===== config.mk =====
export PLATFORM = sky130hd
export DESIGN_NAME = lsu_mem_stage_flat
export DESIGN_NICKNAME = d
export VERILOG_FILES = /design/src/rtl/lsu_pkg.sv /design/src/rtl/lsu_mem_stage_if.sv /design/src/rtl/lsu_align.sv /design/src/rtl/lsu_mem_stage.sv /design/src/flat_wrapper.sv
export SDC_FILE = /design/constraint.sdc
export NUM_CORES = 1
export LEC_CHECK = 0
export ABC_AREA = 1
export CAP_MARGIN = 10
export CORE_MARGIN = 2
export CORE_UTILIZATION = 45
export CTS_CLUSTER_DIAMETER = 100
export DETAILED_ROUTE_END_ITERATION = 6
export PLACE_DENSITY = 0.8
export SKIP_CTS_REPAIR_TIMING = 1
export SLEW_MARGIN = 20
export SYNTH_ARGS = -nofsm -noshare
export SYNTH_HDL_FRONTEND = slang
export SYNTH_SLANG_ARGS = --single-unit

===== constraint.sdc =====
create_clock -name clk -period 2.31 [get_ports clk]
set_input_delay 0.3465 -clock clk [delete_from_list [all_inputs] [get_ports clk]]
set_output_delay 0.3465 -clock clk [all_outputs]
set_load 0.01 [all_outputs]

===== src/rtl/lsu_pkg.sv =====
// lsu_pkg: shared funct3 encodings, FSM state type and lane-select helpers for the LSU stage.
package lsu_pkg;

    localparam logic [2:0] F3_B  = 3'b000;
    localparam logic [2:0] F3_H  = 3'b001;
    localparam logic [2:0] F3_W  = 3'b010;
    localparam logic [2:0] F3_BU = 3'b100;
    localparam logic [2:0] F3_HU = 3'b101;

    typedef enum logic [2:0] {
        IDLE,
        LOAD,
        RMW_RD,
        GAP,
        STORE,
        WB,
        FAULT
    } lsu_state_e;

    function automatic logic [7:0] byte_lane(input logic [31:0] w, input logic [1:0] sel);
        return w[{sel, 3'b000} +: 8];
    endfunction

    function automatic logic [15:0] half_lane(input logic [31:0] w, input logic sel);
        return sel ? w[31:16] : w[15:0];
    endfunction

    // Funct3[1:0] carries the access size: 00 byte, 01 half, 1x word.
    function automatic logic is_misaligned(input logic [2:0] f3, input logic [1:0] lo);
        logic mis;
        case (f3[1:0])
            2'b00:   mis = 1'b0;
            2'b01:   mis = lo[0];
            default: mis = (lo != 2'b00);
        endcase
        return mis;
    endfunction

endpackage


===== src/rtl/lsu_mem_stage_if.sv =====
// lsu_mem_stage_if: request/response bus between the LSU stage (master) and the data-cache controller.
interface lsu_mem_stage_if;
    logic        read_mem;
    logic        write_mem;
    logic [31:0] addr;
    logic        addr_valid;
    logic [31:0] write_data;
    logic        write_data_valid;
    logic        mem_done;
    logic [31:0] result;

    modport master (
        output read_mem, write_mem, addr, addr_valid, write_data, write_data_valid,
        input  mem_done, result
    );

    modport slave (
        input  read_mem, write_mem, addr, addr_valid, write_data, write_data_valid,
        output mem_done, result
    );
endinterface


===== src/rtl/lsu_align.sv =====
// lsu_align: combinational load extract/extend and sub-word store merge into a captured word.
module lsu_align
    import lsu_pkg::*;
(
    input  logic [31:0] word,
    input  logic [1:0]  ea_lo,
    input  logic [2:0]  funct3,
    input  logic [31:0] sdata,
    output logic [31:0] load_data,
    output logic [31:0] store_word
);

    logic [7:0]  sel_byte;
    logic [15:0] sel_half;

    assign sel_byte = byte_lane(word, ea_lo);
    assign sel_half = half_lane(word, ea_lo[1]);

    always_comb begin
        load_data = word;
        case (funct3)
            F3_B:    load_data = {{24{sel_byte[7]}}, sel_byte};
            F3_BU:   load_data = {24'h0, sel_byte};
            F3_H:    load_data = {{16{sel_half[15]}}, sel_half};
            F3_HU:   load_data = {16'h0, sel_half};
            default: load_data = word;
        endcase
    end

    // Half-word lane follows ea[1] only, so a misaligned SH lands on its natural lane.
    always_comb begin
        store_word = sdata;
        case (funct3[1:0])
            2'b00: begin
                store_word = word;
                store_word[{ea_lo, 3'b000} +: 8] = sdata[7:0];
            end
            2'b01: begin
                store_word = word;
                if (ea_lo[1]) store_word[31:16] = sdata[15:0];
                else          store_word[15:0]  = sdata[15:0];
            end
            default: store_word = sdata;
        endcase
    end

endmodule


===== src/rtl/lsu_mem_stage.sv =====
// lsu_mem_stage: issues one load/store to the cache controller, with RMW for sub-word stores.
// Define LSU_MISALIGN_TRAP_EN to fault misaligned H/W accesses instead of truncating them.
module lsu_mem_stage
    import lsu_pkg::*;
#(
    parameter int TIMEOUT_CYCLES = 256
) (
    input  logic            clk,
    input  logic            rst,
    input  logic            issue_valid,
    output logic            issue_ready,
    input  logic            issue_is_store,
    input  logic [2:0]      issue_funct3,
    input  logic [31:0]     issue_base,
    input  logic [31:0]     issue_offset,
    input  logic [31:0]     issue_sdata,
    input  logic [4:0]      issue_rd,
    lsu_mem_stage_if.master mem,
    output logic            wb_valid,
    input  logic            wb_ready,
    output logic [4:0]      wb_rd,
    output logic [31:0]     wb_data,
    output logic            st_done,
    output logic            lsu_fault,
    output logic [31:0]     fault_addr
);

    localparam int CW = $clog2(TIMEOUT_CYCLES + 1);

    lsu_state_e  state, state_next;
    logic [31:0] ea, ea_q, sdata_q, word_q, fault_addr_q;
    logic [31:0] load_data, store_word;
    logic [2:0]  f3_q;
    logic [4:0]  rd_q;
    logic [CW-1:0] tmo_cnt;
    logic        tmo_hit, misalign;

    assign ea      = issue_base + issue_offset;
    assign tmo_hit = (tmo_cnt == CW'(TIMEOUT_CYCLES - 1));

`ifdef LSU_MISALIGN_TRAP_EN
    assign misalign = is_misaligned(issue_funct3, ea[1:0]);
`else
    assign misalign = 1'b0;
`endif

    lsu_align u_align (
        .word       (word_q),
        .ea_lo      (ea_q[1:0]),
        .funct3     (f3_q),
        .sdata      (sdata_q),
        .load_data  (load_data),
        .store_word (store_word)
    );

    always_ff @(posedge clk) begin
        if (rst) begin
            state        <= IDLE;
            ea_q         <= '0;
            sdata_q      <= '0;
            word_q       <= '0;
            f3_q         <= '0;
            rd_q         <= '0;
            tmo_cnt      <= '0;
            fault_addr_q <= '0;
        end else begin
            state <= state_next;
            if (state == IDLE && issue_valid) begin
                ea_q    <= ea;
                f3_q    <= issue_funct3;
                rd_q    <= issue_rd;
                sdata_q <= issue_sdata;
            end
            if ((state == LOAD || state == RMW_RD) && mem.mem_done)
                word_q <= mem.result;
            // Counter restarts on every state change, so each request phase gets a full budget.
            if (state_next != state)
                tmo_cnt <= '0;
            else if (state == LOAD || state == RMW_RD || state == STORE)
                tmo_cnt <= tmo_cnt + 1'b1;
            if (state_next == FAULT && state != FAULT)
                fault_addr_q <= (state == IDLE) ? ea : ea_q;
        end
    end

    always_comb begin
        state_next     = state;
        issue_ready    = 1'b0;
        mem.read_mem   = 1'b0;
        mem.write_mem  = 1'b0;
        mem.write_data = '0;
        wb_valid       = 1'b0;
        st_done        = 1'b0;
        lsu_fault      = 1'b0;
        case (state)
            IDLE: begin
                issue_ready = 1'b1;
                if (issue_valid) begin
                    if (misalign)            state_next = FAULT;
                    else if (!issue_is_store) state_next = LOAD;
                    else if (issue_funct3[1]) state_next = STORE;
                    else                      state_next = RMW_RD;
                end
            end
            LOAD: begin
                mem.read_mem = 1'b1;
                if (mem.mem_done)  state_next = WB;
                else if (tmo_hit)  state_next = FAULT;
            end
            RMW_RD: begin
                mem.read_mem = 1'b1;
                if (mem.mem_done)  state_next = GAP;
                else if (tmo_hit)  state_next = FAULT;
            end
            GAP: state_next = STORE;
            STORE: begin
                mem.write_mem  = 1'b1;
                mem.write_data = store_word;
                if (mem.mem_done) begin
                    st_done    = 1'b1;
                    state_next = IDLE;
                end else if (tmo_hit) begin
                    state_next = FAULT;
                end
            end
            WB: begin
                wb_valid = 1'b1;
                if (wb_ready) state_next = IDLE;
            end
            FAULT: begin
                lsu_fault  = 1'b1;
                state_next = IDLE;
            end
            default: state_next = IDLE;
        endcase
    end

    assign mem.addr             = {ea_q[31:2], 2'b00};
    assign mem.addr_valid       = mem.read_mem | mem.write_mem;
    assign mem.write_data_valid = mem.write_mem;
    assign wb_rd                = wb_valid ? rd_q : '0;
    assign wb_data              = wb_valid ? load_data : '0;
    assign fault_addr           = fault_addr_q;

endmodule

===== src/flat_wrapper.sv =====
// flat-port wrapper written by rule: the top's interface ports become plain ports
module lsu_mem_stage_flat import lsu_pkg::*;
#(
    parameter int TIMEOUT_CYCLES = 256
)
  (clk, rst, issue_valid, issue_ready, issue_is_store, issue_funct3, issue_base, issue_offset, issue_sdata, issue_rd, wb_valid, wb_ready, wb_rd, wb_data, st_done, lsu_fault, fault_addr, mem_read_mem, mem_write_mem, mem_addr, mem_addr_valid, mem_write_data, mem_write_data_valid, mem_mem_done, mem_result);
  lsu_mem_stage_if mem_i ();
  input  logic clk;
  input  logic rst;
  input  logic issue_valid;
  output logic issue_ready;
  input  logic issue_is_store;
  input  logic [2:0] issue_funct3;
  input  logic [31:0] issue_base;
  input  logic [31:0] issue_offset;
  input  logic [31:0] issue_sdata;
  input  logic [4:0] issue_rd;
  output logic wb_valid;
  input  logic wb_ready;
  output logic [4:0] wb_rd;
  output logic [31:0] wb_data;
  output logic st_done;
  output logic lsu_fault;
  output logic [31:0] fault_addr;
  output wire logic [$bits(mem_i.read_mem)-1:0] mem_read_mem;
  output wire logic [$bits(mem_i.write_mem)-1:0] mem_write_mem;
  output wire logic [$bits(mem_i.addr)-1:0] mem_addr;
  output wire logic [$bits(mem_i.addr_valid)-1:0] mem_addr_valid;
  output wire logic [$bits(mem_i.write_data)-1:0] mem_write_data;
  output wire logic [$bits(mem_i.write_data_valid)-1:0] mem_write_data_valid;
  input wire logic [$bits(mem_i.mem_done)-1:0] mem_mem_done;
  input wire logic [$bits(mem_i.result)-1:0] mem_result;
  assign mem_read_mem = mem_i.read_mem;
  assign mem_write_mem = mem_i.write_mem;
  assign mem_addr = mem_i.addr;
  assign mem_addr_valid = mem_i.addr_valid;
  assign mem_write_data = mem_i.write_data;
  assign mem_write_data_valid = mem_i.write_data_valid;
  assign mem_i.mem_done = mem_mem_done;
  assign mem_i.result = mem_result;
  lsu_mem_stage #(.TIMEOUT_CYCLES(TIMEOUT_CYCLES)) u_core (.clk(clk), .rst(rst), .issue_valid(issue_valid), .issue_ready(issue_ready), .issue_is_store(issue_is_store), .issue_funct3(issue_funct3), .issue_base(issue_base), .issue_offset(issue_offset), .issue_sdata(issue_sdata), .issue_rd(issue_rd), .mem(mem_i), .wb_valid(wb_valid), .wb_ready(wb_ready), .wb_rd(wb_rd), .wb_data(wb_data), .st_done(st_done), .lsu_fault(lsu_fault), .fault_addr(fault_addr));
endmodule

Yosys cells after proc, flatten, opt, wreduce, memory -nomap -nowiden
Index checks and enable logic that the tools add are counted.
- $add $sub $neg: 3
- eq/ne operators: 14
- shift-type cells: 3
- multiplexer cells: 26
- bitwise operators: 1
- reductions and logical operators: 10
- operators by type and width (cell ; count):
    32-bit one-hot mux with 4 select lines ; 1
    32-bit two-way mux ; 3
    32-bit one-hot mux with 2 select lines ; 1
    16-bit two-way mux ; 3
    32-bit adder ; 1
    32-bit bitwise mux ; 1
    8-bit by 7-bit variable shift with 32-bit output, first input constant ; 1
    32-bit by 6-bit variable part select with 8-bit output ; 1
    8-bit by 7-bit variable part select with 32-bit output ; 1
    3-bit two-way mux ; 8
    3-bit == test, second input constant ; 6
    3-bit one-hot mux with 6 select lines ; 1
    9-bit by 1-bit adder with 9-bit output, second input constant ; 1
    9-bit by 8-bit == test with 1-bit output, second input constant ; 1
    1-bit two-way mux ; 7
    5-bit negation with 7-bit output ; 1
    3-bit by 1-bit == test with 1-bit output, second input constant ; 2
    3-bit by 2-bit == test with 1-bit output, second input constant ; 2
    3-bit logical NOT ; 2
    5-bit two-way mux ; 1
    2-bit OR reduction ; 2
    1-bit logical AND ; 3
    3-bit != test ; 1
    3-bit != test, second input constant ; 1
    4 further kinds ; 5
- bits in registers: 148
- output and inout port bits: 141
- logic and storage cells: 65

Logic depth before layout (Yosys ltp)
- word-level depth: 6
- gate-level depth with buffers: 15
- depth with buffers taken out: 14

Hierarchy
A second synthesis with hierarchy kept.
- cell total of the unflattened synthesis: 1935
- area total of the unflattened synthesis: 11437.2 um^2
- by module, submodules not included (module ; times used ; cells each ; area an instance (um^2) ; seq. area each (um^2)):
    lsu_mem_stage ; 1 ; 1462 ; 9153.8 ; 2962.8
    lsu_align ; 1 ; 473 ; 2283.4 ; 0.0

Worst setup path after synthesis
No wires, ideal clock.
- path type: reg2out
- start: reg u_core.ea_q[1]
- end: out mem_write_data[0]
- arrival time: 2.334 ns
- required time: 1.964 ns
- slack: -0.370 ns
- cell stages (with the launch flop): 9
- cells stage by stage: dfxtp_1 -> clkbuf_1 -> inv_1 -> clkbuf_1 -> ha_1 -> clkbuf_1 -> nor3_1 -> nand2_1 -> a211oi_1
- longest elaborated chain between the ends: 5
- ends and longest elaborated chain (what ; line ; source):
    start: declaration ; lsu_mem_stage.sv:31 ; logic [31:0] ea, ea_q, sdata_q, word_q, fault_addr_q;
    start signal: assignment ; lsu_mem_stage.sv:59 ; ea_q <= '0;
    start signal: assignment ; lsu_mem_stage.sv:69 ; ea_q <= ea;
    5-bit negation with 7-bit output ; lsu_align.sv:36 ; store_word[{ea_lo, 3'b000} +: 8] = sdata[7:0];
    8-bit by 7-bit variable part select with 32-bit output / 8-bit by 7-bit variable shift with 32-bit output (equally long branches) ; lsu_align.sv:36 ;
    32-bit bitwise mux ; lsu_align.sv:36 ;
    32-bit one-hot mux with 2 select lines (*) ; lsu_align.sv:33 ; case (funct3[1:0])
    32-bit two-way mux (*) ; lsu_mem_stage.sv:95 ; case (state)
    end: declaration ; flat_wrapper.sv:29 ; output wire logic [$bits(mem_i.write_data)-1:0] mem_write_data;
Mark *: on every way between the ends. The rest lies on a longest branch, timed or not.

Worst setup path in the final report
- start: reg u_core.ea_q[0]
- end: out wb_data[30]
- longest elaborated chain between the ends: 3
- ends and longest elaborated chain (what ; line ; source):
    32-bit by 6-bit variable part select with 8-bit output ; lsu_pkg.sv:21 ; return w[{sel, 3'b000} +: 8];
    32-bit one-hot mux with 4 select lines ; lsu_align.sv:21 ; case (funct3)
    32-bit two-way mux ; lsu_mem_stage.sv:142 ; assign wb_data = wb_valid ? load_data : '0;
    end: declaration ; flat_wrapper.sv:21 ; output logic [31:0] wb_data;
Every way passes these cells.

==> flow_summary.toml <==
[cells_and_area]
seqCellArea_mm2 = 0.00298
drive_above_1_share_pct = 21.5
n_fill_cell = 1834
multi_input_area_mm2 = 0.00652
final_util_pct = 69.3
finalNonFillerCells = 2275
areaGrowthSynthToFinish_pct = 52.7
fin_nets = 2156

[yosys]
yosysMostFrequentCell = "nand2_1"
netlist.area_leader.share_pct = 29.1
synth_ff_type = "dfxtp_1"
ys_types = 45
syn_inst = 1638
synthTopCellsByCount = "367 x nand2_1, 262 x inv_1, 163 x a21oi_1, 154 x o21ai_0, 148 x dfxtp_1"
ys_seq_elements = 148
synth_edf_count = 0
ys_seq_area_share_pct = 29.1
async_flop_share_pct = 0
avgSynthCellArea_um2 = 6.22
yosys.area.top_type = "dfxtp_1"
synth.cell_area_mm2 = 0.0102
yosysWarningCount = 0
synth.area.top_cells = "dfxtp_1 29%, nand2_1 14%, inv_1 9.7%"

[route]
vias_per_cell = 5.50
routedWlPerCell_um = 18.7
postRouteAntennaNets = 0
vias = 12500
route.detailed.drc = 0
drt_iter0_markers = 1145
drt_pass1_iterations = 5
routed_wl_mm = 42.6

[die]
die_w_um = 154
die_area_mm2 = 0.0238
die_h_um = 154
core_mm2 = 0.0224
num_io_pins = 283
fp-row-count = 55
initial_core_util_pct = 45.4

[sta]
timing.final.ws_setup_ns = -0.366
fmax_mhz = 374
worst_pin_slew_ns = 0.500
drv_slew = 0
min_period_ns = 2.68
fin_crit_sh_pct = 116
clock-skew-final_ns = 0.00967
hold_viol = 0
setup_violations = 81
hold_slack_ns = 0.443
rsz0062_at_grt = "yes"
slew_headroom_pct = 66.3

[clock_tree]
cts_sinks = 148
cts_buffers = 17
cts_tree = "done"
clock_path_buffers = 2
h-tree-depth = 4
clock_latency_ns = 0.43
cts-root-buf = "clkbuf_16"
clk_pin_slew_ns = 0.07

[setup_path]
cp_slowest_cell = "dfxtp_4"
r2r_start = "u_core.tmo_cnt[1]"
crit_start = "u_core.ea_q[0]"
worstPathRequired_ns = 1.96
critPathMaxStageDelay_ns = 0.37
critPathArrivalTime_ns = 2.33
worstPathCellList = "buf_12 -> a21oi_4 -> o21ai_4 -> a21oi_2 -> buf_4 -> nand2_2 -> o211ai_1 -> nand2_2 -> clkbuf_16 -> a21oi_4 -> buf_6"
path_class = "reg2out"
crit_fanout = 8
worstSetupEndpointType = "primary output"
startpoint_type = "flip-flop"

[grt]
antenna_found_initial = 2
grt_pass1_vias = 10600
track_usage_pct = 30.9
grt_pass1_wl_mm = 58.4
overflow = 0
grt_max_degree = 88

[power]
peakVddDrop_uv = 378
powerDensity_mw_per_mm2 = 613
p_leak_nw = 7.30
totalPowerFinal_w = 0.00953

[min_path]
min_path_type = "reg2reg"
hold_path_startpoint = "u_core.fault_addr[2]"

[place]
place_hpwl_mm = 29.5
dp_cells = 2200
gp_congestion = 0.982
port_buffers = 280

[status]
violations = "negative setup slack"
status = "finished with violations"

[flow_run]
drv_cap = 0
==> power by group <==
part / internal, W / switching, W
Clock: 0.00175 / 0.00122
Sequential: 0.00278 / 0.000217
Combinational: 0.00152 / 0.00205
Total: 0.00605 / 0.00348
==> through the flow <==
step	area (um^2)	setup WS, ns	TNS [ns]
finish	15600	-0.366	-13.12
global route	15600	-0.423	-20.03
CTS	14400	-0.757	-36.92
detailed placement	13800	-0.296	-8.78
global placement	13800	-0.237	-5.96
floorplan	10200	-0.0283	-0.0283
==> flip-flops by register name (all words and copies together), names as in the netlist <==
register and cells:
u_core.ea_q 32, u_core.state 3, u_core.tmo_cnt 9, u_core.word_q 32, u_core.fault_addr 32, u_core.rd_q 5
u_core.sdata_q 32, u_core.f3_q 3
==> final timing paths <==
check | to | slack (ns) | cells past startpoint
max | wb_data[30] | -0.37 | 11
min reg2reg | u_core.fault_addr[2] | 0.44 | 2
max reg2reg | u_core.fault_addr[29] | -0.22 | 13
min | u_core.fault_addr[2] | 0.44 | 2
==> cells by family after synthesis <==
family | count (synthesis) | share of synthesized area (%)
DFF | 148 | 29.1
adders and majority gates | 39 | 4.87
and+or+nand+nor | 618 | 24.6
AOI/OAI and AO/OA | 432 | 23.9
buffers and inverters | 376 | 15.4
other | 1 | 0.0368
muxes | 2 | 0.209
xor gates and xnor gates | 22 | 1.89
==> final cells by class <==
cell class                      instances  share of cell area (%)
Multi-Input combinational cell       1116                    41.9
Timing Repair Buffer                  424                    26.0
Sequential cell                       148                    19.1
Inverter                              267                    6.61
Clock buffer                           19                    2.85
Tap cell                              285                    2.29
Clock inverter                         13                    1.09
Timing Repair inverter                  1                  0.0483
Antenna cell                            2                  0.0322
==> layout by cell type, fill, tap and decap left out, drive strengths merged, types with 18 or more instances in the layout <==
cell,netlist,layout
a21oi,163,163
a31oi,18,18
buf,52,193
clkbuf,57,28
clkdlybuf4s50,0,207
dfxtp,148,148
ha,38,38
inv,266,269
nand2,370,370
nand3,67,67
nor2,151,151
o211ai,30,30
o21ai,159,159
==> critical path: cells and delay by family, from the launching register on <==
family / cells / cell delay (ns)
AO/OA/AOI/OAI: 5 / 0.69
flip-flops: 1 / 0.37
AND/OR/NAND/NOR: 2 / 0.22
buffers and inverters: 4 / 0.63
==> per-layer routing <==
metal	wire [um]	GRT usage (%)	up-vias
met5	0	0	-
met4	2150	12.7	0
met3	3530	5.18	146
met2	19800	51.6	722
met1	17100	39.8	5693
li1	-	-	5956
Power figures use the tool's default switching activity.
